==> config.mk <==
export PLATFORM = sky130hd
export DESIGN_NAME = student_ram_reader
export DESIGN_NICKNAME = d
export VERILOG_FILES = /design/src/rtl/student_ram_reader.sv
export SDC_FILE = /design/constraint.sdc
export NUM_CORES = 1
export LEC_CHECK = 0
export ABC_CLOCK_PERIOD_IN_PS = 4400
export BUFFER_PORTS_ARGS = -buffer_cell sky130_fd_sc_hd__buf_2
export CAP_MARGIN = 20
export CORE_UTILIZATION = 50
export CTS_BUF_LIST = sky130_fd_sc_hd__clkbuf_8 sky130_fd_sc_hd__clkbuf_16
export CTS_CLUSTER_DIAMETER = 100
export DETAILED_ROUTE_END_ITERATION = 8
export PLACE_DENSITY = 0.7
export SYNTH_ARGS = -nofsm -noshare
export SYNTH_HDL_FRONTEND = slang
export SYNTH_SLANG_ARGS = --single-unit
==> constraint.sdc <==
create_clock -name clk -period 4.4 [get_ports clk]
set_input_delay 0.22 -clock clk [delete_from_list [all_inputs] [get_ports clk]]
set_output_delay 0.22 -clock clk [all_outputs]
set_load 0.02 [all_outputs]
==> src/rtl/student_ram_reader.sv <==
// Burst read engine for the 16-bit word RAM: issues sequential reads for a
// (base, length) command and streams the words out on a valid/ready port.
module student_ram_reader #(
   parameter int ADDR_W    = 14,
   parameter int DATA_W    = 16,
   parameter int RD_LAT    = 1,
   parameter int BUF_DEPTH = 2
) (
   input  logic              clk,
   input  logic              rst_n,
   input  logic              start,
   input  logic [ADDR_W-1:0] base_addr,
   input  logic [ADDR_W:0]   length,
   output logic              busy,
   output logic              done,
   output logic [ADDR_W-1:0] mem_addr,
   output logic              mem_rd_en,
   input  logic [DATA_W-1:0] mem_rdata,
   output logic [DATA_W-1:0] out_data,
   output logic              out_valid,
   input  logic              out_ready
);

   localparam int LEN_W = ADDR_W + 1;
   localparam int CNT_W = $clog2(BUF_DEPTH + RD_LAT + 1);
   localparam int IDX_W = $clog2(BUF_DEPTH);

   typedef enum logic [1:0] {IDLE, ISSUE, DRAIN, DONE} state_t;

   state_t            state;
   logic [ADDR_W-1:0] addr_cnt;
   logic [LEN_W-1:0]  issue_cnt;
   logic [LEN_W-1:0]  accept_cnt;
   logic [RD_LAT-1:0] rd_pipe;
   logic [DATA_W-1:0] slot [BUF_DEPTH];
   logic [CNT_W-1:0]  occ;
   logic [CNT_W-1:0]  occ_nxt;
   logic [CNT_W-1:0]  in_flight;
   logic [CNT_W-1:0]  credit_used;
   logic [IDX_W-1:0]  wr_idx;
   logic              push;
   logic              pop;

   assign pop      = out_valid & out_ready;
   assign push     = rd_pipe[RD_LAT-1];
   assign mem_addr = addr_cnt;
   assign out_data = slot[0];

   // NOTE: combinational blocks use blocking '=' and give every output a
   // default on entry, so no path leaves a value held and no latch is inferred.
   always_comb begin
      in_flight = '0;
      for (int i = 0; i < RD_LAT; i++) begin
         in_flight = in_flight + CNT_W'(rd_pipe[i]);
      end
      // pop implies occ >= 1, so the subtraction cannot underflow
      credit_used = in_flight + occ - CNT_W'(pop);
      occ_nxt     = occ + CNT_W'(push) - CNT_W'(pop);
      wr_idx      = IDX_W'(occ - CNT_W'(pop));
   end

   // The read strobe credits the slot freed by this cycle's transfer, which is
   // what allows one word per cycle with only RD_LAT+1 buffer entries.
   assign mem_rd_en = (state == ISSUE) && (issue_cnt != '0) &&
                      (credit_used < CNT_W'(BUF_DEPTH));

   // NOTE: sequential blocks use non-blocking '<=' so every register samples
   // the pre-edge values of the others, independent of statement order.
   always_ff @(posedge clk or negedge rst_n) begin
      if (!rst_n) begin
         rd_pipe <= '0;
      end else begin
         rd_pipe[0] <= mem_rd_en;
         for (int i = 1; i < RD_LAT; i++) begin
            rd_pipe[i] <= rd_pipe[i-1];
         end
      end
   end

   // Shift-down buffer: slot 0 is the head, so out_data is a flop output.
   // NOTE: the buffer slots are reset even though they are storage, because
   // slot 0 drives out_data directly and must read zero out of reset.
   always_ff @(posedge clk or negedge rst_n) begin
      if (!rst_n) begin
         for (int i = 0; i < BUF_DEPTH; i++) begin
            slot[i] <= '0;
         end
         occ       <= '0;
         out_valid <= 1'b0;
      end else begin
         if (pop) begin
            for (int i = 0; i < BUF_DEPTH - 1; i++) begin
               slot[i] <= slot[i+1];
            end
         end
         if (push) begin
            slot[wr_idx] <= mem_rdata;
         end
         occ       <= occ_nxt;
         out_valid <= (occ_nxt != '0);
      end
   end

   always_ff @(posedge clk or negedge rst_n) begin
      if (!rst_n) begin
         state      <= IDLE;
         busy       <= 1'b0;
         done       <= 1'b0;
         addr_cnt   <= '0;
         issue_cnt  <= '0;
         accept_cnt <= '0;
      end else begin
         if (mem_rd_en) begin
            addr_cnt  <= addr_cnt + ADDR_W'(1);
            issue_cnt <= issue_cnt - LEN_W'(1);
         end
         if (pop) begin
            accept_cnt <= accept_cnt - LEN_W'(1);
         end

         unique case (state)
            IDLE: begin
               if (start) begin
                  addr_cnt   <= base_addr;
                  issue_cnt  <= length;
                  accept_cnt <= length;
                  busy       <= 1'b1;
                  // a zero-length burst still spends its capture cycle in
                  // DRAIN, so busy covers that cycle and the DONE pulse
                  state      <= (length == '0) ? DRAIN : ISSUE;
               end
            end
            ISSUE: begin
               if (mem_rd_en && issue_cnt == LEN_W'(1)) begin
                  state <= DRAIN;
               end
            end
            DRAIN: begin
               if (accept_cnt == '0 || (pop && accept_cnt == LEN_W'(1))) begin
                  state <= DONE;
                  done  <= 1'b1;
               end
            end
            DONE: begin
               state <= IDLE;
               busy  <= 1'b0;
               done  <= 1'b0;
            end
            default: begin
               state <= IDLE;
               busy  <= 1'b0;
               done  <= 1'b0;
            end
         endcase
      end
   end

endmodule

==> impl_results.md <==
- Worst vdd ir: ~170 µV
- Min cycle time layout: 2.88 ns
- Total power: ~1.4 mW
- Clock power share: 0.407
- Post-Syn Nets: 522
- Sequential fraction of the synthesis area: 0.467
- Hpwl dp: between 7000 and 8000 µm
- Starting Density: 0.516
- Mapped Avg Cell Area: ~9.7 µm²
- Fmax: roughly 350 MHz
- Post-route setup slack: around 1.5 ns
- Routed Antenna Nets: 0
- Setup violators final: 0
- Core area: 0.00872 mm²
- Hold Crit Depth: 3
- Hold Path Sink: mem_addr[13]
- Vias per std cell: 5.84
- R2r startpoint: push
- RePlAce Congestion: around 0.89
- Slew HR: 0.457
- Outcome: finished, final reports clean
- Commonest cells after routing, fill and taps aside: dfrtp_1, buf_2, nor2_1, a21oi_1, nand2_1
- Clock buffer count from CTS: 9
- CTS tree: yes
- Synth Instances: about 460
- Initial DRC Count: 179
- Flops & latches, synth: 84
- Power per Cell Area: 268 mW/mm²
- Commonest non-fill, non-tap cell in the layout: dfrtp_1
- Sequential share of power: 0.560
- Clock transition at path regs: roughly 0.090 ns
- Final Cycle Share: 0.655
- I/O pin count: 83
- Post-Synthesis Cell Area: 0.00450 mm²
- Share of layout cells above drive strength 1: 0.240
- Worst Path Max Fanout: 28
- Slew at the pin with the worst max-slew slack: 0.814 ns
- Psw: between 0.3 and 0.4 mW
- Max-slew violation count: 0
- Pre-antenna DRT Iters: 5
- Remaining Overflow, GRT: 0
- Chip Height: between 90 and 100 µm
- Int Power: ~1.1 mW
- Post-synthesis cell type count: 48
- Synth Flop Type: dfrtp_1
- First-pass GRT wire length: between 15,000 and 20,000 µm
- Async SR Flop Fraction: 1.00
- R2r worst-path depth: 9
- Logic pwr share: 0.033
- Setup TNS Final: 0 ns
- Number of synthesis warnings: 0
- Chip Width: slightly below 100 µm
- Largest net degree at the start of global routing: 85
- Final #Nets: ~590
- Via count: between 3,000 and 4,000
- Switching Share: 0.233
- Post-CTS Resized: 0
- Worst Hold Launch: base_addr[13]
- Critical Path AT: between 2 and 3 ns
- Critical path class: reg -> out
- Worst-Skew Late Latency: between 0.3 and 0.4 ns
- Fin. Hold Viols: 0
- Final cell count without fillers: ~640
- Clock Skew: between 0.01 and 0.015 ns
- Post-synth EDFFs: 0
- Data required, critical path: about 4.2 ns
- DRC: 0
- R2r setup slk: 1.59 ns
- Max_cap viols: 0
- Startpoint types: register
- Hold Crit Class: in -> reg
- Placed cell count: 619
- Pleak: roughly 2.6 nW
- Number of port buffers: 82
- Clk buf depth: 2
- FP Rows: 34
- Routed WL: between 10,000 and 15,000 µm
- Clk root buf: clkbuf_8
- Vias in the first global route: ~3,400
- Pre-CTS setup slack: between 1.5 and 2 ns
- H-tree Lvls: 3
- CTS Sinks: 84
- CP Capture Type: output port
- Initial antenna violation count: 0
- Drt wl/cell: around 16 µm
- Layout Area Growth over Synthesis: 14.2%
- Antenna diode instance count: 0
- Die Area: around 0.0094 mm²
- RSZ-0062 raised after global routing: no
- Crit Reg-Reg Endpoint: issue_cnt[5]
- GRT Total Usage: 0.221
-- power by group through the flow --
stage | sequential (mW) | combinational, mW | clock, mW
after floorplan | 0.787 | 0.00117 | 0
after global placement | 0.787 | 0.0421 | 0
after detailed placement | 0.787 | 0.0430 | 0
after CTS | 0.771 | 0.0431 | 0.574
after global routing | 0.771 | 0.0520 | 0.607
final | 0.771 | 0.0453 | 0.562
-- logic make-up after synthesis --
| kind of cell | count (synthesis) | synth area share |
|---|---|---|
| flops | 84 | 0.467 |
| simple gates | 170 | 0.194 |
| compound gates | 90 | 0.127 |
| fa+ha+maj | 11 | 0.0306 |
| buf+inv | 50 | 0.0556 |
| xor+xnor | 19 | 0.0369 |
| mux | 38 | 0.0900 |
-- layer usage --
layer  routed length [µm]  part of all wire  global-route usage  up-vias
met5                    0                 0                   0        -
met4                  124             0.012              0.0735        0
met3                  501             0.049              0.0376       11
met2                 4860              0.47               0.356      102
met1                 4760              0.46               0.302     1819
li1                     -                 -                   -     1795
-- area by class of cell --
type                            instances  area, µm²
Tap cell                              108        135
Timing Repair Buffer                   88        500
Clock inverter                          7       76.3
Inverter                               14       52.6
Sequential cell                        84       2100
Fill cell                             760       3580
Clock buffer                            9        124
Multi-Input combinational cell        328       2150
-- cells in the mapped netlist, types with 2 or more instances --
cell type   n  area (µm²)
dfrtp_1    84        2100
nor2_1     54         203
a21oi_1    33         165
nand2_1    30         113
mux2i_1    21         210
a31oi_1    17         106
buf_4      16         120
mux2_2     16         180
or4_1      16         120
inv_1      14        52.6
or3_1      14        87.6
clkbuf_1   12        45.0
nor3_1     12        60.1
xor2_1     12         105
ha_1       11         138
nand4_1    10        62.6
o21ai_0    10        50.1
nand3_1     9        45.0
o31ai_1     9        67.6
xnor2_1     7        61.3
buf_1       6        22.5
nor4_1      4        25.0
a2111oi_0   3        26.3
a221o_1     3        30.0
nor4b_1     3        26.3
o211ai_1    3        22.5
or2_2       3        18.8
a311oi_1    2        17.5
a31o_2      2        17.5
and2_1      2        12.5
and3_1      2        12.5
and4_1      2        17.5
buf_2       2        10.0
nand2b_1    2        12.5
nor2b_1     2        12.5
o311a_1     2        20.0
-- repair_timing --
action | in CTS | in global routing
buffers inserted | 0 | 0
hold buffers | 0 | 1
hold endpoints to repair | 0 | 10
endpoints found under the setup margin | 0 | 0
-- metrics by stage --
step / util / hold slack (ns) / cell area [µm²]
2_1_floorplan: - / -0.0756 / 4500
3_3_place_gp: 0.560 / 0.413 / 4880
3_5_place_dp: 0.560 / 0.418 / 4880
4_1_cts: 0.582 / 0.0515 / 5080
5_1_grt: 0.590 / 0.0699 / 5140
6_report: 0.590 / 0.0590 / 5140
-- worst max-delay path by stage --
| stage | from | end | slack, ns | cells after the start |
|---|---|---|---|---|
| 3_3_place_gp | push | issue_cnt[7] | 1.73 | 9 |
| 4_1_cts | push | mem_rd_en | 1.53 | 9 |
| 6_report | push | mem_rd_en | 1.52 | 9 |
| 3_5_place_dp | push | issue_cnt[5] | 1.62 | 9 |
| 2_1_floorplan | out_valid | mem_addr[2] | 1.45 | 11 |
| 5_1_grt | push | mem_rd_en | 1.39 | 9 |
-- worst max-delay path, cell delays in order, from the launching register on --
cell      delay [ns]
dfrtp_1         0.41
nand3b_1        0.21
nand2_1         0.09
ha_1            0.15
xor2_1          0.17
xor2_1          0.57
o211ai_1        0.18
buf_4           0.27
inv_1           0.09
buf_2           0.17
Power figures use the tool's default switching activity.
